## src/rtl/alu_share_arbiter.sv

```systemverilog
// Round-robin arbiter that time-shares one 32-bit ALU between two requesters,
// steering the operand muxes, waiting out the ALU settle time and returning the result.
module alu_share_arbiter #(
   parameter int LATENCY = 2,
   parameter int OPW     = 3
) (
   input  logic           clk,
   input  logic           rst_n,
   input  logic           req0_valid,
   input  logic [OPW-1:0] req0_op,
   output logic           req0_ready,
   input  logic           req1_valid,
   input  logic [OPW-1:0] req1_op,
   output logic           req1_ready,
   output logic           mux_ctl,
   output logic [OPW-1:0] alu_op,
   input  logic [31:0]    alu_result,
   output logic           rsp_valid,
   output logic           rsp_id,
   output logic [31:0]    rsp_data,
   output logic           busy
);

   // Handshake: a requester holds valid, op and its operands stable until the
   // cycle its ready pulses; ready and rsp_valid are the same one-cycle event.
   typedef enum logic [1:0] {IDLE, BUSY, DONE} state_t;

   localparam int CW = 4;

   state_t         state_q, state_d;
   logic [CW-1:0]  cnt_q, cnt_d;
   logic           ptr_q, ptr_d;
   logic           gnt;
   logic           ctl_d;
   logic [OPW-1:0] op_d;
   logic           rv_d, rid_d, r0_d, r1_d, busy_d;
   logic [31:0]    rdata_d;

   always_comb begin
      state_d = state_q;
      cnt_d   = cnt_q;
      ptr_d   = ptr_q;
      gnt     = 1'b0;
      ctl_d   = mux_ctl;
      op_d    = alu_op;
      rv_d    = 1'b0;
      rid_d   = rsp_id;
      rdata_d = rsp_data;
      r0_d    = 1'b0;
      r1_d    = 1'b0;
      case (state_q)
         IDLE: begin
            // With no request the select is left alone so the muxes never toggle needlessly.
            if (req0_valid || req1_valid) begin
               gnt     = (req0_valid && req1_valid) ? ptr_q : req1_valid;
               ctl_d   = gnt;
               op_d    = gnt ? req1_op : req0_op;
               cnt_d   = CW'(LATENCY - 1);
               state_d = BUSY;
            end
         end
         BUSY: begin
            if (cnt_q == '0) begin
               rdata_d = alu_result;
               rid_d   = mux_ctl;
               rv_d    = 1'b1;
               r0_d    = ~mux_ctl;
               r1_d    = mux_ctl;
               state_d = DONE;
            end else begin
               cnt_d = cnt_q - 1'b1;
            end
         end
         DONE: begin
            ptr_d   = ~rsp_id;
            state_d = IDLE;
         end
         default: state_d = IDLE;
      endcase
      busy_d = (state_d != IDLE);
   end

   always_ff @(posedge clk or negedge rst_n) begin
      if (!rst_n) begin
         state_q    <= IDLE;
         cnt_q      <= '0;
         ptr_q      <= 1'b0;
         mux_ctl    <= 1'b0;
         alu_op     <= '0;
         rsp_valid  <= 1'b0;
         rsp_id     <= 1'b0;
         rsp_data   <= '0;
         req0_ready <= 1'b0;
         req1_ready <= 1'b0;
         busy       <= 1'b0;
      end else begin
         state_q    <= state_d;
         cnt_q      <= cnt_d;
         ptr_q      <= ptr_d;
         mux_ctl    <= ctl_d;
         alu_op     <= op_d;
         rsp_valid  <= rv_d;
         rsp_id     <= rid_d;
         rsp_data   <= rdata_d;
         req0_ready <= r0_d;
         req1_ready <= r1_d;
         busy       <= busy_d;
      end
   end

endmodule

```

## config.mk

```make
export PLATFORM = sky130hd
export DESIGN_NAME = alu_share_arbiter
export DESIGN_NICKNAME = d
export VERILOG_FILES = /design/src/rtl/alu_share_arbiter.sv
export SDC_FILE = /design/constraint.sdc
export NUM_CORES = 1
export LEC_CHECK = 0
export BUFFER_PORTS_ARGS = -buffer_cell sky130_fd_sc_hd__buf_2
export CORE_UTILIZATION = 45
export CTS_BUF_LIST = sky130_fd_sc_hd__clkbuf_8
export CTS_CLUSTER_SIZE = 28
export DETAILED_ROUTE_END_ITERATION = 16
export MAX_ROUTING_LAYER = met4
export PLACE_DENSITY = 0.78
export SYNTH_ARGS = -nofsm -noshare
export SYNTH_HDL_FRONTEND = slang
export SYNTH_SLANG_ARGS = --single-unit
```

## constraint.sdc

```tcl
create_clock -name clk -period 1.7 [get_ports clk]
set_clock_uncertainty 0.2 [all_clocks]
set_input_delay 0.17 -clock clk [delete_from_list [all_inputs] [get_ports clk]]
set_output_delay 0.17 -clock clk [all_outputs]
set_load 0.05 [all_outputs]
```

# Word level (Yosys, flattened, before mapping)

Cells that the tools add are included.

Add/subtract/negate cells: 1
Eq/ne operators: 4
Muxes and demuxes: 14
Bitwise operators: 2
Reductions and logical operators: 9

Operators with widths:

| operator                                                            | number |
|---|---|
| 4-bit two-way mux                                                   | 2 |
| 4-bit one-hot mux with 2 select lines                               | 1 |
| 1-bit two-way mux                                                   | 7 |
| 4-bit logical NOT                                                   | 1 |
| 2-bit two-way mux                                                   | 2 |
| 2-bit inequality test (second input constant)                       | 2 |
| 2-bit one-hot mux with 2 select lines                               | 1 |
| 2-bit AND reduction                                                 | 2 |
| 2-bit nonzero test                                                  | 2 |
| 4-bit by 1-bit subtractor with 4-bit output (second input constant) | 1 |
| 3-bit two-way mux                                                   | 1 |
| 3-bit AND reduction                                                 | 1 |
| 2-bit by 1-bit == test with 1-bit output (second input constant)    | 1 |
| 2-bit == test (second input constant)                               | 1 |
| 2-bit logical NOT                                                   | 1 |
| 1-bit NOT                                                           | 2 |
| 1-bit logical AND                                                   | 1 |
| 1-bit logical OR                                                    | 1 |

Bits in registers: 48
Input port bits: 42
Output and inout port bits: 41
Word-level logic and storage cells: 41

# Longest topological paths before layout

Gate-level depths: netlist of the first run.

Word-level depth: 4
Depth in mapped cells: 7
Mapped depth without buffers: 6

# Worst setup path before layout of the first run

Ideal clock, no wire load.

Path kind: reg-to-reg
From: register cnt_q[0]
To: register rsp_data[10]
Library setup time: 0.125 ns
Arrival: 1.525 ns
Data required time: 1.375 ns
Slack: -0.150 ns
Stages on the path, launching flop included: 8
Buffers on the path: 1
Period minus slack after synthesis: 1.850 ns
Path through: dfrtp_1 -> inv_1 -> ha_1 -> nor3b_4 -> nand2_4 -> inv_8 -> buf_12 -> mux2_4

Word-level cells in the longest chain between the ends: 2

RTL lines:

| what                          | line | source |
|---|---|---|
| from (decl)                   | 31   | `logic [CW-1:0] cnt_q, cnt_d;` |
| from (signal assigned)        | 98   | `cnt_q <= cnt_d;` |
| 4-bit logical NOT             | 63   | `if (cnt_q == '0) begin` |
| 2-bit AND reduction (no line) | --   |  |
| to (signal assigned)          | 104  | `rsp_data <= rdata_d;` |
| to (decl)                     | 20   | `output logic [31:0] rsp_data,` |

No other way between the ends.
A chain may end at the register's enable or synchronous reset.

# Worst setup path after layout of the first run

From: register cnt_q[1]
To: register rsp_data[13]

The elaborated chain is that of the path after synthesis.

==> results.json, run 1 <==
{
  "fin_cells": 341,
  "ys_warn_count": 0,
  "vias": 1679,
  "cts_buffers": 5,
  "p_switching_mw": 3.483,
  "rsz0062_at_grt": "yes",
  "cts.sinks": 48,
  "place_hpwl_um": 2965,
  "core_um2": 4414,
  "initial_core_util_pct": 47.28,
  "cap_violations": 0,
  "grt_max_degree": 49,
  "gp_congestion": 0.8916,
  "clkSlewWorstSetupHoldPaths_ps": 80,
  "fmax_mhz": 550.4,
  "min_from": "req0_valid",
  "overflow": 0,
  "synth_seq_cells": 48,
  "grt_pass1_vias": 1810,
  "wl_per_cell_um": 15.40,
  "slowest_stage": "dfrtp_1",
  "critical_path_class": "flop to flop",
  "crit_arrival_ps": 1810,
  "r2r_end": "rsp_data[13]$_DFFE_PN0P_",
  "drc": 0,
  "fin_crit_ps": 1817,
  "hold_class": "input pin to flop",
  "worst-r2r-cell-count": 7,
  "root_buffer": "clkbuf_8",
  "p_per_area_nw_per_um2": 2219,
  "dieArea_um2": 4914,
  "startpoint": "cnt_q[1]$_DFFE_PN0P_",
  "cp_max_fo": 9,
  "sequentialPowerShare_pct": 28.2,
  "cp.depth": 7,
  "crit_chain": "inv_2 > ha_4 > nor3b_4 > nand2_4 > clkinv_8 > buf_12 > mux2_4",
  "dieHeight_um": 70.10,
  "cts_tree": "done",
  "insertion_delay_ps": 300,
  "synthCells": 141,
  "async_flop_share_pct": 100.0,
  "nFillCells": 273,
  "grt_use_total_pct": 22.70,
  "leakage_nw": 1.636,
  "ys_types": 28,
  "holdPathEnd": "mux_ctl$_DFFE_PN0P_",
  "antenna_found_initial": 0,
  "ir_drop_v": 0.001402,
  "detail_route.first_pass.iterations": 4,
  "p_int_mw": 3.802,
  "cp.required_ps": 1690,
  "max_stage_delay_ps": 410,
  "timing.hold.ws_ps": 37.47,
  "htree_levels": 2,
  "syn_to_final_growth_pct": 57.31,
  "synth_seq_area_share_pct": 57.55,
  "drt_iter0_markers": 46,
  "critPathTopFamily": "flip-flops",
  "grt_pass1_wl_um": 8376,
  "layout.nets": 333,
  "p_total_mw": 7.285,
  "syn_nets": 185,
  "syn_avg_cell_area_um2": 14.80,
  "swShare_pct": 47.81,
  "r2r-start": "cnt_q[1]$_DFFE_PN0P_",
  "slew_violations": 0,
  "rows": 24,
  "end_kind": "flop",
  "synth_edf_count": 0,
  "ant_nets": 0,
  "finalCritPeriodShare_pct": 106.9,
  "wl_um": 5253,
  "portBuffers": 82,
  "violations": "negative setup slack",
  "pin_count": 83,
  "diodes": 0,
  "outcome": "finished, violations left",
  "setup_slack_ps": -117.0,
  "cp-start-kind": "flop",
  "die_x_um": 70.10,
  "r2r_setup_slack_ps": -120,
  "drive_above_1_share_pct": 54.33,
  "yosys_most_used_dff": "dfrtp_1",
  "clockBufferDepth": 2,
  "crit_buf_inv": 3,
  "final-hold-violation-count": 0,
  "setup_viol": 33,
  "dp_cells": 286,
  "p_clk_share_pct": 8.9,
  "vias_per_cell": 4.924,
  "syn_area_um2": 2087,
  "hold_path_depth": 4,
  "worst_pin_slew_ps": 584.7,
  "combPwrFrac_pct": 62.9,
  "slew_headroom_pct": 61.02
}
## tightest hold or removal path: cells and delay by family
family	cells	cell delay, ps
compound gates	1	60
buf+inv	1	120
simple gates	2	150
## how the worst max path moves through the flow
stage,to,slack [ps]
floorplan,rsp_data[10]$_DFFE_PN0P_,-80
global placement,rsp_data[22]$_DFFE_PN0P_,-70
detailed placement,rsp_data[29]$_DFFE_PN0P_,-110
CTS,rsp_data[29]$_DFFE_PN0P_,-90
global route,rsp_data[13]$_DFFE_PN0P_,-180
finish,rsp_data[13]$_DFFE_PN0P_,-120
## cell type report
class	instances	area (µm²)	share of cell area, %
sequential	48	1201	36.59
timing repair buffer	145	1052	32.05
multi-input combinational	81	840.8	25.61
clock buffer	5	68.82	2.096
tap	52	65.06	1.982
inverter	8	42.54	1.296
clock inverter	2	12.51	0.3811
## repair_timing
item | 4_1_cts | 5_1_grt
buffers inserted | 4 | 1
hold buffers | 41 | 0
endpoints found under the hold margin | 84 | 0
endpoints found under the setup margin | 34 | 36
gates resized for setup | 8 | 8
pin swaps | 2 | 0
gates cloned | 1 | 1
## cell usage in the layout, fill, tap and decap left out, types with 2 or more instances in the layout
cell type | synthesis | routed
a21oi_1 | 6 | 6
a31oi_1 | 3 | 3
buf_12 | 3 | 2
buf_2 | 0 | 82
buf_4 | 0 | 17
clkbuf_8 | 0 | 5
dfrtp_1 | 48 | 48
dlygate4sd3_1 | 0 | 41
inv_1 | 7 | 5
inv_2 | 0 | 2
mux2_4 | 29 | 33
nand2_1 | 5 | 5
nand2b_1 | 3 | 2
nand3_1 | 4 | 4
nor2_1 | 3 | 3
nor3_1 | 4 | 3
o21ai_0 | 6 | 4
o21ai_2 | 0 | 2
## routing by layer
layer	track usage, %	part of all wire, %	vias to the layer above
met5	-	0	-
met1	25.29	39	830
met2	41.24	56	61
met4	4.889	0.57	0
met3	5.339	4.1	5
li1	-	-	783
## cell usage after synthesis, types with 2 or more instances
| master | count | area share [%] |
|---|---|---|
| nand3_1 | 4 | 0.96 |
| nand2_1 | 5 | 0.90 |
| a31oi_1 | 3 | 0.90 |
| nor2_1 | 3 | 0.54 |
| o21ai_0 | 6 | 1.4 |
| a21oi_1 | 6 | 1.4 |
| inv_1 | 7 | 1.3 |
| mux2_4 | 29 | 21 |
| mux2_2 | 4 | 2.2 |
| nor3_1 | 4 | 0.96 |
| nand2b_1 | 3 | 0.90 |
| ha_1 | 2 | 1.2 |
| dfrtp_1 | 48 | 58 |
| buf_12 | 3 | 2.9 |
## kinds of logic after synthesis
group,after synthesis,share of synthesized area (%)
compound gates,20,5.696
fa+ha+maj,2,1.199
buf+inv,12,4.856
flops,48,57.55
mux,33,23.02
simple gates,26,7.675
## registers in the layout, summed over array words and instances, names as in the netlist
register and cells:
rsp_valid 1, cnt_q 4, req0_ready 1, ptr_q 1
rsp_id 1, busy 1, alu_op 3, state_q 2
req1_ready 1, rsp_data 32, mux_ctl 1
## per-stage QoR
| step | utilization [%] | instance area, µm² | TNS (ps) | worst slack (ps) |
|---|---|---|---|---|
| 6_report | 74.38 | 3283 | -3357 | -117.0 |
| 5_1_grt | 74.38 | 3283 | -5605 | -183.2 |
| 4_1_cts | 72.85 | 3216 | -2399 | -88.04 |
| 3_5_place_dp | 60.01 | 2649 | -2802 | -112.2 |
| 3_3_place_gp | 60.01 | 2649 | -1489 | -65.68 |
| 2_1_floorplan | - | 2100 | -2334 | -81.57 |
## power by group through the flow
stage	Sequential, mW	Combinational, mW	Clock, mW
after floorplan	3.72	1.53	0
after global placement	2.02	4.11	0
after detailed placement	2.03	4.18	0
after CTS	2.03	4.42	0.666
after global routing	2.12	4.80	0.717
final	2.06	4.58	0.648
Power figures use the tool's default switching activity.
==> inputs of run 2 (changes only) <==
--- a/config.mk
+++ b/config.mk
@@ -6,12 +6,12 @@
 export NUM_CORES = 1
 export LEC_CHECK = 0
 export BUFFER_PORTS_ARGS = -buffer_cell sky130_fd_sc_hd__buf_2
-export CORE_UTILIZATION = 45
+export CORE_UTILIZATION = 50
 export CTS_BUF_LIST = sky130_fd_sc_hd__clkbuf_8
 export CTS_CLUSTER_SIZE = 28
 export DETAILED_ROUTE_END_ITERATION = 16
 export MAX_ROUTING_LAYER = met4
-export PLACE_DENSITY = 0.78
+export PLACE_DENSITY = 0.82
 export SYNTH_ARGS = -nofsm -noshare
 export SYNTH_HDL_FRONTEND = slang
 export SYNTH_SLANG_ARGS = --single-unit
==> constraint.sdc (replaced) <==
create_clock -name clk -period 1.73 [get_ports clk]
set_clock_uncertainty 0.2 [all_clocks]
set_input_delay 0.173 -clock clk [delete_from_list [all_inputs] [get_ports clk]]
set_output_delay 0.173 -clock clk [all_outputs]
set_load 0.05 [all_outputs]
==> run 2 against run 1 <==
Effect of this change:
- the run still ends with negative setup slack left
- combinational power about the same
- clock power grew 22%
- first-iteration DRC count rose by 63%
- critical path type unchanged
- critical endpoint is now rsp_data[16]$_DFFE_PN0P_
- largest power group unchanged
- maximum frequency fell by 1.9%
- clock-buffer cell count is the same
- die area is 9.7% lower
- register-to-register slack about the same
- sequential share of layout area shrank 0.32 points
- total power rose by 1.7%
- hold slack got worse by 3.0 ps
- wire length is 11% higher
- sequential cell count did not move
==> results.json, run 2 (synthesis gave the netlist of run 1 again) <==
{
  "wl_per_cell_um": 17.27,
  "hold_class": "input pin to flop",
  "antenna_found_initial": 0,
  "htree_levels": 2,
  "final-hold-violation-count": 0,
  "grt_pass1_vias": 1891,
  "met1_length_um": 2114,
  "grt_use_total_pct": 28.69,
  "rsz0062_at_grt": "yes",
  "crit_arrival_ps": 1840,
  "vias": 1712,
  "fin_crit_ps": 1852,
  "cp-start-kind": "flop",
  "root_buffer": "clkbuf_8",
  "highest_layer": "met4",
  "placed_cell_area_um2": 2651,
  "fin_setup_tns_ps": -3311,
  "rows": 23,
  "final_area_um2": 3312,
  "dp_worst_setup_slack_ps": -73.12,
  "slew_headroom_pct": 71.81,
  "insertion_delay_ps": 300,
  "reg.largest.list": "rsp_data x32, cnt_q x4, alu_op x3",
  "cp.required_ps": 1720,
  "cts_tree": "done",
  "grt_pass1_wl_um": 8769,
  "drive_above_1_share_pct": 53.63,
  "end_kind": "flop",
  "drt_iter0_markers": 75,
  "dp_cells": 283,
  "violations": "negative setup slack",
  "initial_core_util_pct": 52.17,
  "overflow": 0,
  "p_total_mw": 7.409,
  "gp_congestion": 0.8125,
  "cp_max_fo": 8,
  "worst_pin_slew_ps": 422.8,
  "cts_buffers": 5,
  "vias_per_cell": 5.050,
  "ir_drop_v": 0.001567,
  "critical_path_class": "flop to flop",
  "wl_um": 5854,
  "grt_max_degree": 21,
  "fin_cells": 339,
  "place_hpwl_um": 3039,
  "met3_length_um": 278,
  "diodes": 0,
  "die_x_um": 66.61,
  "leakage_nw": 1.643,
  "clockBufferDepth": 2,
  "core_um2": 4000,
  "portBuffers": 82,
  "final_cell_mix": "82 x buf_2, 48 x dfrtp_1, 42 x dlygate4sd3_1, 32 x mux2_4, 15 x buf_4",
  "pin_count": 83,
  "fmax_mhz": 539.9,
  "setup_viol": 32,
  "layout_commonest_cell": "buf_2",
  "utilization_pct": 82.80,
  "largest_reg_flops": 32,
  "timing.hold.ws_ps": 34.50,
  "finalCritPeriodShare_pct": 107.1,
  "met2_length_um": 3264,
  "layout.nets": 332,
  "ant_nets": 0,
  "p_per_area_nw_per_um2": 2237,
  "top_register": "rsp_data",
  "clkSlewWorstSetupHoldPaths_ps": 80,
  "detail_route.first_pass.iterations": 4,
  "syn_to_final_growth_pct": 58.69,
  "cts.sinks": 48,
  "cap_violations": 0,
  "setup_slack_ps": -122.3,
  "slew_violations": 0,
  "dieHeight_um": 66.61,
  "outcome": "finished, violations left",
  "drc": 0,
  "dieArea_um2": 4436
}
## run 2: routing by layer
layer | vias up | track usage (%)
met3 | 19 | 7.192
met5 | - | -
met4 | 0 | 14.10
met1 | 834 | 28.65
li1 | 780 | -
met2 | 79 | 51.52
## run 2: worst paths after layout
kind / depth (start not counted) / from / slack, ps / endpoint
setup / recovery: 7 / cnt_q[1]$_DFFE_PN0P_ / -120 / rsp_data[16]$_DFFE_PN0P_
hold / removal: 4 / req0_valid / 30 / mux_ctl$_DFFE_PN0P_
setup reg to reg: 7 / cnt_q[1]$_DFFE_PN0P_ / -120 / rsp_data[16]$_DFFE_PN0P_
hold reg to reg: 1 / mux_ctl$_DFFE_PN0P_ / 290 / req0_ready$_DFF_PN0_
max in group asynchronous: 3 / rst_n / 570 / rsp_data[16]$_DFFE_PN0P_
min in group asynchronous: 2 / rst_n / 150 / rsp_data[4]$_DFFE_PN0P_
## run 2: power by group
| part | internal (mW) | switching (mW) |
|---|---|---|
| Sequential | 1.68 | 0.358 |
| Clock | 0.427 | 0.366 |
| Combinational | 1.78 | 2.80 |
| Total | 3.88 | 3.52 |
## run 2: cell type report
| type | count | area, µm² |
|---|---|---|
| Inverter | 8 | 42.54 |
| Sequential cell | 48 | 1201 |
| Fill cell | 209 | 688.2 |
| Tap cell | 50 | 62.56 |
| Timing Repair Buffer | 144 | 1056 |
| Clock buffer | 5 | 68.82 |
| Clock inverter | 3 | 42.54 |
| Multi-Input combinational cell | 81 | 838.3 |
## run 2: what timing repair did
item,in CTS,in global routing
gates resized for setup,4,9
endpoints found under the hold margin,64,0
pin swaps,2,3
buffers inserted,5,2
hold buffers,42,0
cloned,1,1
endpoints found under the setup margin,31,38
## run 2: critical path: stages (launching register included)
cell      delay (ps)
dfrtp_1          400
inv_2             80
ha_4             130
nor3b_4          250
nand2_4          110
clkinv_8         100
buf_12           140
mux2_4           310
==> inputs of run 3 (changes only) <==
==> config.mk (replaced) <==
export PLATFORM = sky130hd
export DESIGN_NAME = alu_share_arbiter
export DESIGN_NICKNAME = d
export VERILOG_FILES = /design/src/rtl/alu_share_arbiter.sv
export SDC_FILE = /design/constraint.sdc
export NUM_CORES = 1
export LEC_CHECK = 0
export BUFFER_PORTS_ARGS = -buffer_cell sky130_fd_sc_hd__buf_2
export CORE_UTILIZATION = 48
export CTS_CLUSTER_SIZE = 28
export DETAILED_ROUTE_END_ITERATION = 16
export GPL_TIMING_DRIVEN = 0
export PLACE_DENSITY = 0.79
export SYNTH_ARGS = -nofsm -noshare
export SYNTH_HDL_FRONTEND = slang
export SYNTH_SLANG_ARGS = --single-unit
==> run 3 against run 2 <==
Effect of this change:
- the run still ends with negative setup slack left
- wire length fell by 13%
- clock-buffer cell count is the same
- worst setup slack gained 34 ps
- via count decreased by 6.0%
- final cell count decreased by 2.9%
- clock power decreased by 19%
- critical path type unchanged
==> results.json, run 3 (synthesis gave the netlist of run 1 again) <==
{
  "outcome": "finished, violations left",
  "violations": "negative setup slack",
  "overflow": 0,
  "htree_levels": 2,
  "cts_tree": "done",
  "diodes": 0,
  "drc": 0,
  "initial_core_util_pct": 51.07,
  "grt_pass1_wl_um": 7272,
  "core_um2": 4086,
  "cp.required_ps": 1720,
  "grt_max_degree": 49,
  "critical_path_class": "flop to flop",
  "top_register": "rsp_data",
  "die_x_um": 67.94,
  "reg.largest.list": "rsp_data x32, cnt_q x4, alu_op x3",
  "layout.nets": 323,
  "slowest_stage": "dfrtp_1",
  "p_total_mw": 6.890,
  "pin_count": 83,
  "leakage_nw": 1.558,
  "cp_max_fo": 10,
  "slew_violations": 0,
  "dieArea_um2": 4616,
  "ir_drop_v": 0.001576,
  "fmax_mhz": 549.9,
  "cts_buffers": 5,
  "portBuffers": 82,
  "max_stage_delay_ps": 400,
  "slew_headroom_pct": 30.93,
  "seq_area_um2": 1201,
  "clockBufferDepth": 2,
  "wl_um": 5080,
  "hold_class": "input pin to flop",
  "dp_worst_setup_slack_ps": -184.1,
  "crit_chain": "inv_2 > ha_4 > nor3b_4 > nand2_4 > clkinv_8 > buf_12 > mux2_4",
  "place_hpwl_um": 2945,
  "dieHeight_um": 67.94,
  "rsz0062_at_grt": "yes",
  "insertion_delay_ps": 300,
  "grt_pass1_vias": 1584,
  "largest_reg_flops": 32,
  "end_kind": "flop",
  "wl_per_cell_um": 15.44,
  "ant_nets": 0,
  "syn_to_final_growth_pct": 51.08,
  "setup_slack_ps": -88.51,
  "rows": 23,
  "worst_pin_slew_ps": 1036,
  "grt_use_total_pct": 22.11,
  "cp-start-kind": "flop",
  "clkSlewWorstSetupHoldPaths_ps": 90,
  "cts.sinks": 48,
  "gp_congestion": 0.7520,
  "vias": 1609,
  "final_area_um2": 3153,
  "layout_commonest_cell": "buf_2",
  "drt_iter0_markers": 67,
  "p_per_area_nw_per_um2": 2185,
  "setup_viol": 30,
  "antenna_found_initial": 0,
  "finalCritPeriodShare_pct": 105.1,
  "final-hold-violation-count": 0,
  "multi_input_area_um2": 802.0,
  "drive_above_1_share_pct": 51.97,
  "detail_route.first_pass.iterations": 4,
  "root_buffer": "clkbuf_8",
  "nFillCells": 253,
  "crit_arrival_ps": 1810,
  "final_cell_mix": "82 x buf_2, 48 x dfrtp_1, 41 x dlygate4sd3_1, 29 x mux2_4, 7 x buf_4",
  "fin_crit_ps": 1819,
  "cap_violations": 0,
  "vias_per_cell": 4.891,
  "placed_cell_area_um2": 2572
}
-- run 3: cell types whose count changed in the layout (fill, tap and decap cells not counted), sizes merged --
cell,previous run,this run
buf,101,92
bufinv,1,0
clkbuf,6,7
dlygate4sd3,42,41
-- run 3: final timing paths --
check / startpoint / to / slack (ps) / cells past startpoint
max: cnt_q[1]$_DFFE_PN0P_ / rsp_data[7]$_DFFE_PN0P_ / -90 / 7
min: req0_valid / mux_ctl$_DFFE_PN0P_ / 70 / 4
max reg2reg: cnt_q[1]$_DFFE_PN0P_ / rsp_data[7]$_DFFE_PN0P_ / -90 / 7
min reg2reg: mux_ctl$_DFFE_PN0P_ / req0_ready$_DFF_PN0_ / 260 / 1
max in group asynchronous: rst_n / rsp_valid$_DFF_PN0_ / 280 / 2
min in group asynchronous: rst_n / rsp_data[14]$_DFFE_PN0P_ / 410 / 2
-- run 3: per-stage QoR --
stage	cells	hold WS, ps	TNS, ps	utilization [%]
after floorplan	141	-322.6	-1464	-
after global placement	273	201.0	-4714	62.95
after detailed placement	273	206.6	-5235	62.95
after CTS	325	70.88	-2266	75.72
after global routing	329	111.0	-4455	77.16
final	329	74.40	-2066	77.16
-- run 3: power breakdown --
group | internal [mW] | switching [mW]
clock network | 0.274 | 0.366
registers | 1.67 | 0.340
logic | 1.59 | 2.65
total | 3.54 | 3.35
-- run 3: what timing repair did --
action	CTS	global route
gates resized for setup	0	5
hold endpoints to repair	84	0
endpoints found under the setup margin	32	35
hold buffers	41	0
pin swaps	1	1
gates cloned	0	1
setup buffers	4	3
-- run 3: final cells by class --
| cell class | count | area share, % |
|---|---|---|
| flip-flops and latches | 48 | 38.10 |
| clock buffers | 5 | 2.183 |
| plain buffers | 4 | 2.063 |
| inverters | 8 | 1.349 |
| repair buffers | 131 | 28.49 |
| clock inverters | 2 | 0.3968 |
| well taps | 50 | 1.984 |
| multi-input cells | 81 | 25.44 |
-- run 3: layer usage --
layer	wire length, µm	global-route usage, %	part of all wire [%]	vias to the layer above
met4	98	9.896	1.9	0
met1	2054	25.08	40	786
met2	2721	38.48	54	48
met3	205	6.000	4.0	10
met5	0	0	0	-
li1	-	-	-	765
-- run 3: worst max-delay path: cells and delay by family (launching register included) --
kind                       cells  cell delay (ps)
and+or+nand+nor                2              340
adders and majority gates      1              140
buffers and inverters          3              330
DFF                            1              400
muxes                          1              310
